===== src/rtl/fu_wbslot_sched.sv =====
// fu_wbslot_sched: reserves FU6 writeback cycles at issue time so the four producers never collide on the bus.
module fu_wbslot_sched #(
    parameter int MUL_LAT = 4,
    parameter int CVT_LAT = 3,
    parameter int EXT_LAT = 1,
    parameter int TAGW    = 9,
    parameter int MAXLAT  = 4
) (
    input  logic            clk,
    input  logic            rst,
    input  logic            except,
    input  logic            hold,
    input  logic            mul_req,
    input  logic [TAGW-1:0] mul_tag,
    output logic            mul_gnt,
    input  logic            cvt_req,
    input  logic [TAGW-1:0] cvt_tag,
    output logic            cvt_gnt,
    input  logic            ext_req,
    input  logic [TAGW-1:0] ext_tag,
    output logic            ext_gnt,
    input  logic            alu_req,
    input  logic [TAGW-1:0] alu_tag,
    output logic            alu_gnt,
    output logic            alu_block,
    output logic            wb_valid,
    output logic [3:0]      wb_sel,
    output logic [TAGW-1:0] wb_tag,
    output logic [15:0]     blk_cnt
);
    typedef struct packed {
        logic            v;
        logic [3:0]      sel;
        logic [TAGW-1:0] tag;
    } slot_t;

    slot_t slot [0:MAXLAT];
    slot_t nxt  [0:MAXLAT];
    logic  ok;

    assign ok = !hold && !except && !rst;
    // A higher-priority request with the same latency wins regardless of its own grant, since it sees the same slot.
    assign mul_gnt = ok && mul_req && !slot[MUL_LAT].v;
    assign cvt_gnt = ok && cvt_req && !slot[CVT_LAT].v && !(mul_req && CVT_LAT == MUL_LAT);
    assign ext_gnt = ok && ext_req && !slot[EXT_LAT].v && !(mul_req && EXT_LAT == MUL_LAT)
                     && !(cvt_req && EXT_LAT == CVT_LAT);
    assign alu_gnt = ok && alu_req && !slot[1].v && !(mul_req && MUL_LAT == 1)
                     && !(cvt_req && CVT_LAT == 1) && !(ext_req && EXT_LAT == 1);

    assign alu_block = slot[1].v;
    assign wb_valid  = slot[0].v && !hold;
    assign wb_sel    = wb_valid ? slot[0].sel : 4'b0;
    assign wb_tag    = wb_valid ? slot[0].tag : '0;

    always_comb begin
        for (int k = 0; k <= MAXLAT; k++) nxt[k] = '0;
        for (int k = 0; k < MAXLAT; k++) begin
            nxt[k] = slot[k+1];
            if (alu_gnt && k == 0)         nxt[k] = {1'b1, 4'b0001, alu_tag};
            if (ext_gnt && EXT_LAT == k+1) nxt[k] = {1'b1, 4'b1000, ext_tag};
            if (cvt_gnt && CVT_LAT == k+1) nxt[k] = {1'b1, 4'b0100, cvt_tag};
            if (mul_gnt && MUL_LAT == k+1) nxt[k] = {1'b1, 4'b0010, mul_tag};
        end
    end

    always_ff @(posedge clk) begin
        if (rst || except)
            for (int k = 0; k <= MAXLAT; k++) slot[k] <= '0;
        else if (!hold)
            for (int k = 0; k <= MAXLAT; k++) slot[k] <= nxt[k];
    end

    always_ff @(posedge clk) begin
        if (rst)
            blk_cnt <= 16'd0;
        else if (alu_req && !alu_gnt && !hold && blk_cnt != 16'hFFFF)
            blk_cnt <= blk_cnt + 16'd1;
    end
endmodule


===== config.mk =====
export PLATFORM = sky130hd
export DESIGN_NAME = fu_wbslot_sched
export DESIGN_NICKNAME = d
export VERILOG_FILES = /design/src/rtl/fu_wbslot_sched.sv
export SDC_FILE = /design/constraint.sdc
export NUM_CORES = 1
export LEC_CHECK = 0
export CAP_MARGIN = 25
export CORE_MARGIN = 2
export CORE_UTILIZATION = 25
export DETAILED_ROUTE_END_ITERATION = 16
export PLACE_DENSITY_LB_ADDON = 0.15
export SLEW_MARGIN = 20
export SYNTH_ARGS = -nofsm -noshare
export SYNTH_HDL_FRONTEND = slang
export SYNTH_SLANG_ARGS = --single-unit
export TNS_END_PERCENT = 20

===== constraint.sdc =====
create_clock -name clk -period 6.5 [get_ports clk]
set_input_delay 1.3 -clock clk [delete_from_list [all_inputs] [get_ports clk]]
set_output_delay 1.3 -clock clk [all_outputs]
set_load 0.05 [all_outputs]

# Word level (Yosys, flattened, before mapping)
# Memories as Yosys holds them, arrays and structs flattened.
# Index checks and enable logic that the tools add are counted.
# W data, S select, Z words.
dict set report classes {
  mux 16
  n_reduce_logical 24
  n_bitwise 5
  n_eq_ne 1
  add_sub_neg 1
}
# cell n
set ops {}
lappend ops {{$mux W14} 9}
lappend ops {{$add A16 B1 Y16 const B} 1}
lappend ops {{$ne A16 B16 Y1 const B} 1}
lappend ops {{$logic_and A1 B1 Y1} 15}
lappend ops {{$mux W9} 1}
lappend ops {{$logic_not A1 Y1} 8}
lappend ops {{$mux W1} 5}
lappend ops {{$or A1 B1 Y1} 5}
lappend ops {{$mux W4} 1}
lappend ops {{$logic_or A1 B1 Y1} 1}
dict set report totals {
  output_inout_bits 35
  reg_bits 16
  mem_bits_rw 70
  mem_count 1
  elab_cells 49
}
# memory words word_bits read_ports rd_clocked_by_memory_dff write_ports line_no
set memory_table {}
lappend memory_table {slot 5 14 5 0 5 37} ;# slot_t slot [0:MAXLAT];

# Longest topological paths before layout
# Gate-level depths: netlist of run 1.
dict set report logic_depth {
  word_depth 10
  mapped_depth 6
  ltp_nobuf 5
}

# Least setup slack after synthesis of run 1
# No wires, ideal clock.
dict set report synth_timing {
  path_type {input to output}
  from {input port hold}
  to {output port ext_gnt}
  path_stages 4
  path_buffers 2
  arrival_time_ns 2.712
  path_slack_ns 2.488
  path_cell_list {or3_1 > clkbuf_1 > clkbuf_1 > nor2_1}
}
dict set report synth_via {
  elab_chain_cells 5
}
# element line_no
set synth_lines {}
lappend synth_lines {{start, declared} 12} ;# input logic hold,
lappend synth_lines {{$logic_not A1 Y1} 41} ;# assign ok = !hold && !except && !rst;
lappend synth_lines {{$logic_and A1 B1 Y1 (2 in a row)} 41}
lappend synth_lines {{$logic_and A1 B1 Y1 (2 in a row)} 45} ;# assign ext_gnt = ok && ext_req && !slot[EXT_LAT].v && !(mul_req && EXT_LAT == MUL_LAT)
lappend synth_lines {{end, declared} 21} ;# output logic ext_gnt,
# No other way between the ends.

# Worst setup path in the final report of run 1
dict set report layout_timing {
  from {input port hold}
  to {output port cvt_gnt}
}
dict set report layout_via {
  elab_chain_cells 5
}
# element line_no
set layout_lines {}
lappend layout_lines {{$logic_not A1 Y1} 41}
lappend layout_lines {{$logic_and A1 B1 Y1 (2 in a row)} 41}
lappend layout_lines {{$logic_and A1 B1 Y1 (2 in a row)} 44} ;# assign cvt_gnt = ok && cvt_req && !slot[CVT_LAT].v && !(mul_req && CVT_LAT == MUL_LAT);
lappend layout_lines {{end, declared} 18} ;# output logic cvt_gnt,
# No other way between the ends.

==> results.ini, run 1 <==
[status]
status=completed

[grt]
grt_first_pass_wirelength_microns=10700
grt_pass1_vias=2150
grt_max_degree=33
grt-ovfl-total=0
antenna_found_initial=0
groute.usage.overall_pct=10.4

[place]
place_congestion=0.810
post-place-cells=517
place.port_buffers=78
hpwlAfterDp_microns=4940

[cells_and_area]
num-fill-cells=1233
drive_gt1_share_pct=9.32
syn_to_final_growth_pct=42.0
final_common_cell=clkdlybuf4s50_1
antenna_cells=0
layout_common_cells=clkdlybuf4s50_1, edfxtp_1, and2_1
final_cells=533
fin_nets=405

[routing]
wirelength_microns=6720
vias=2295
drc_errors=0
ant_nets=0
drt_pre_antenna_iters=4
vias_per_cell=4.31
dr.first_iter.drc_count=91
drt-wirelength-per-cell_microns=12.6

[timing]
setup_viol=0
tns_ps=0
drv_slew=0
fin_crit_ps=4990
final.period_utilization_pct=76.8
rsz0062_at_grt=false
clock_skew_ps=10.8
tightest_slew_ps=724
hold_ws_ps=513
final-hold-violation-count=0
slew-limit-headroom_pct=51.3
max_freq_mhz=200

[worst_setup_path]
crit_path_top_delay_cell=clkdlybuf4s50_1
cp_top_family=buffers and inverters
r2r_cells=4
startpoint_type=input port
r2r_start=slot[0][27]
r2r_end=blk_cnt[15]
cp_num_buf_inv=4
required_ps=5200
crit_path_max_fanout=19
cpPeakStageDelay_ps=830
rrSetupSlack_ps=4510
path_class=input port to output pin
end_kind=output pin
cp_cell_sequence=clkdlybuf4s50_1 -> or3_1 -> buf_4 -> nor3b_4 -> buf_4 -> clkdlybuf4s50_1
arrival_ps=3690

[synthesis]
synthSimpleGateAreaFrac_pct=26.4
synth_cell_types=43
synthXorXnorAreaFrac_pct=0
synth_warnings=0
avgSynthCellArea_sq_um=11.0
synth_compound_area_share_pct=8.64
synth_fa_ha_area_share_pct=0.404
synthCells=281
synth_nets=326
synth_mux_area_share_pct=4.68
yosysSeqAreaShare_pct=56.8
synth_top_family_by_area=simple AND/OR/NAND/NOR gates
syn-cell-area_sq_um=3100
synth-seq-cells=64

[cts]
numCtsBuffers=9
cts_tree=built
cts_setup_buffers=0
clk_pin_slew_ps=60
clockBufferDepth=2
ctsResizeCount=0
cts_sinks=64
cts_hold_buffers=0
cts_root_buffer=clkbuf_16
clk_latency_ps=320
h-tree-depth=3

[worst_hold_path]
min_from=slot[0][32]
worstHoldPathType=register to register
min_delay_path_depth=1
worstHoldEndpoint=slot[0][18]

[power_and_ir_drop]
peakVddDrop_v=0.000124
total_power_mw=1.06
leakage_nw=1.61
powerDensity_nw_per_um2=241

[die]
dieHeight_microns=115
fp-row-count=40
die_area_sq_um=13300
io_pins=79
fp.coreArea_sq_um=12100
initial_core_util_pct=25.7
die_w_microns=115

[job]
drv_cap=0

## per-stage QoR
| stage | cell area (sq um) | util [%] | worst slack [ps] |
|---|---|---|---|
| final | 4400 | 36.5 | 1510 |
| after global routing | 4400 | 36.5 | 1420 |
| after detailed placement | 4070 | 33.8 | 1520 |
| after floorplan | 3100 | - | 2490 |
| after global placement | 4050 | 33.6 | 1530 |
| after CTS | 4400 | 36.5 | 1500 |
## worst reg2reg max path: cells and delay by family (launching register included)
kind	cells	cell delay, ps
muxes	1	350
and+or+nand+nor	3	1040
DFF	1	490
## Yosys cell counts (all sizes together)
cell type	number	area [sq um]
dfxtp	16	320
nand3	7	35.0
o311a	1	10.0
a21oi	8	40.0
ha	1	12.5
nand4	4	31.3
inv	2	7.51
buf	5	46.3
mux2i	10	100
a41oi	1	8.76
and4	1	8.76
nor4	4	46.3
nor2b	4	25.0
nor4b	1	15.0
nand2	26	97.6
or2	2	12.5
nor3	7	35.0
or4	6	45.0
a31oi	1	6.26
a211oi	12	90.1
a41o	1	10.0
or3	2	12.5
o31ai	7	52.6
and2	33	206
and4b	1	10.0
and3	12	75.1
edfxtp	48	1440
nand2b	2	20.0
nor3b	3	33.8
o21ai	10	50.0
nor2	27	101
clkbuf	11	41.3
mux2	4	45.0
and2b	1	7.51
## registers in the layout, summed over array words and instances, names as in the netlist
| register | flops |
|---|---|
| blk_cnt | 16 |
| slot | 48 |
## final cells by class
cell class / instances / area [sq um] / area share [%]
Timing Repair Buffer: 84 / 838 / 19.0
Inverter: 2 / 7.51 / 0.171
Tap cell: 168 / 210 / 4.78
Multi-Input combinational cell: 199 / 1260 / 28.5
Sequential cell: 64 / 1760 / 40.0
Clock buffer: 9 / 225 / 5.12
Clock inverter: 7 / 103 / 2.33
## power by group
part	switching, mW	internal [mW]
registers	0.00493	0.455
clock network	0.180	0.339
logic	0.0401	0.0398
total	0.225	0.834
## worst max-delay path by stage
stage | cells after the start | endpoint | start | slack, ps
finish | 6 | cvt_gnt | hold | 1510
global placement | 7 | cvt_gnt | rst | 1530
detailed placement | 6 | cvt_gnt | hold | 1520
floorplan | 4 | ext_gnt | hold | 2490
global route | 7 | cvt_gnt | rst | 1420
CTS | 6 | cvt_gnt | hold | 1500
## routing by layer
layer | wire [microns] | share of wire, % | global-route usage, %
met2 | 3200 | 48 | 16.2
met4 | 42 | 0.62 | 3.86
met5 | 0 | 0 | 0
met1 | 3140 | 47 | 13.6
met3 | 338 | 5.0 | 3.22
## kinds of logic after synthesis
kind of cell	count (synthesis)
AO/OA/AOI/OAI	41
flip-flops	64
buffers and inverters	18
AND/OR/NAND/NOR	143
adder cells (fa/ha/maj)	1
multiplexers	14
No activity file was read; power rests on OpenSTA's default activity.
==> inputs of run 2 (changes only) <==
clock period = 4.3 ns   (was 6.5 ns; I/O delays follow)
==> results.ini, run 2 (same netlist as run 1, synthesis figures left out) <==
[status]
status=completed  ; unchanged

[die]
fp-row-count=40  ; unchanged
die_area_sq_um=13300  ; unchanged
io_pins=79  ; unchanged
initial_core_util_pct=25.7  ; unchanged
dieHeight_microns=115  ; unchanged
die_w_microns=115  ; unchanged
fp.coreArea_sq_um=12100  ; unchanged

[cells_and_area]
fin_nets=406  ; was 405
syn_to_final_growth_pct=41.8  ; was 42.0%
final_common_cell=clkdlybuf4s50_1  ; unchanged
fin_util_pct=36.4  ; was 36.5%
top_regs=slot (48), blk_cnt (16)  ; unchanged
final_cells=533  ; unchanged
drive_gt1_share_pct=9.86  ; was 9.32%
antenna_cells=0  ; unchanged
largest-register=slot  ; unchanged
layout_common_cells=clkdlybuf4s50_1, edfxtp_1, and2_1  ; unchanged
num-fill-cells=1235  ; was 1233
fin_area_sq_um=4400  ; about the same
largest_reg_flops=48  ; unchanged

[power_and_ir_drop]
leakage_nw=1.61  ; about the same
total_power_mw=1.52  ; was 1.06 mW
powerDensity_nw_per_um2=347  ; was 241 nW/um^2
peakVddDrop_v=0.000182  ; was 0.000124 V

[worst_setup_path]
arrival_ps=2800  ; was 3690 ps
path_class=input port to output pin  ; unchanged
cp_cell_sequence=clkdlybuf4s50_1 -> and2b_1 -> and2_1 -> clkdlybuf4s50_1  ; was clkdlybuf4s50_1 -> or3_1 -> buf_4 -> nor3b_4 -> buf_4 -> clkdlybuf4s50_1
end_kind=output pin  ; unchanged
startpoint_type=input port  ; unchanged
crit_path_top_delay_cell=clkdlybuf4s50_1  ; unchanged
crit_path_max_fanout=14  ; was 19
cp_top_family=buffers and inverters  ; unchanged
crit_cells=4  ; was 6
required_ps=3440  ; was 5200 ps
cpPeakStageDelay_ps=810  ; was 830 ps
crit_path_frequent_cell=clkdlybuf4s50_1
rrSetupSlack_ps=2340  ; was 4510 ps
r2r_cells=4  ; unchanged
cp_num_buf_inv=2  ; was 4

[grt]
grt_first_pass_wirelength_microns=11200  ; was 10700 microns
grt_max_degree=49  ; was 33
grt-ovfl-total=0  ; unchanged
antenna_found_initial=0  ; unchanged
grt_pass1_vias=2197  ; was 2150
groute.usage.overall_pct=11.1  ; was 10.4%

[routing]
wirelength_microns=6980  ; was 6720 microns
dr.first_iter.drc_count=113  ; was 91
drt-wirelength-per-cell_microns=13.1  ; was 12.6 microns
vias=2340  ; was 2295
drc_errors=0  ; unchanged
drt_pre_antenna_iters=4  ; unchanged
vias_per_cell=4.39  ; was 4.31
ant_nets=0  ; unchanged

[cts]
cts_setup_buffers=0  ; unchanged
ctsResizeCount=0  ; unchanged
cts_tree=built  ; unchanged
clk_latency_ps=330  ; was 320 ps
numCtsBuffers=9  ; unchanged
clk_pin_slew_ps=60  ; about the same
h-tree-depth=3  ; unchanged
cts_root_buffer=clkbuf_16  ; unchanged
cts_hold_buffers=0  ; unchanged
cts_sinks=64  ; unchanged
clockBufferDepth=2  ; unchanged

[worst_hold_path]
min_delay_path_depth=1  ; unchanged
worstHoldPathType=register to register  ; unchanged

[timing]
setup_viol=0  ; unchanged
hold_ws_ps=513  ; about the same
tightest_slew_ps=704  ; was 724 ps
finalWorstSetupSlack_ps=637  ; was 1510 ps
final-hold-violation-count=0  ; unchanged
drv_slew=0  ; unchanged
final.period_utilization_pct=85.2
fin_crit_ps=3660
rsz0062_at_grt=false  ; unchanged
slew-limit-headroom_pct=52.7  ; was 51.3%
clock_skew_ps=5.50  ; was 10.8 ps
tns_ps=0  ; unchanged
max_freq_mhz=273

[job]
drv_cap=0  ; unchanged

[place]
place_area_sq_um=4110  ; was 4070 sq um
place.port_buffers=78  ; unchanged
post-place-cells=518  ; was 517
hpwlAfterDp_microns=4940  ; about the same
place_congestion=0.836  ; was 0.810
pre_cts_ws_ps=589  ; was 1520 ps

run 2: changes by cell type in the layout (fill, tap and decap cells not counted), sizes merged:
| cell | previous run | this run |
|---|---|---|
| buf | 6 | 11 |
| clkinvlp | 1 | 2 |
| clkdlybuf4s50 | 78 | 74 |
| clkinv | 2 | 3 |
| bufinv | 2 | 1 |
| inv | 4 | 2 |
run 2: area by class of cell:
class / count / area, sq um / share of cell area, %
flip-flops and latches: 64 / 1760 / 40.1
multi-input cells: 199 / 1260 / 28.6
repair buffers: 85 / 873 / 19.9
clock buffers: 9 / 225 / 5.12
well taps: 168 / 210 / 4.78
clock inverters: 6 / 61.3 / 1.39
inverters: 2 / 7.51 / 0.171
run 2: worst paths after layout:
kind                             startpoint          end
worst min-delay path            slot[0][32]  slot[0][18]
worst max register to register  slot[0][27]  blk_cnt[15]
worst min register to register  slot[0][32]  slot[0][18]
worst max-delay path                   hold    wb_tag[6]
run 2: routing by layer:
layer	share of wire, %	track usage, %	wire (microns)	vias up
met3	4.2	2.95	296	15
met2	47	16.6	3250	46
met5	0	0	0	-
li1	-	-	-	1203
met4	2.0	6.27	142	0
met1	47	14.7	3290	1076
run 2: where the power goes:
group          switching (mW)  leakage, nW  internal (mW)
clock                   0.264        0.133          0.442
combinational          0.0617        0.788         0.0618
sequential            0.00721        0.686          0.688
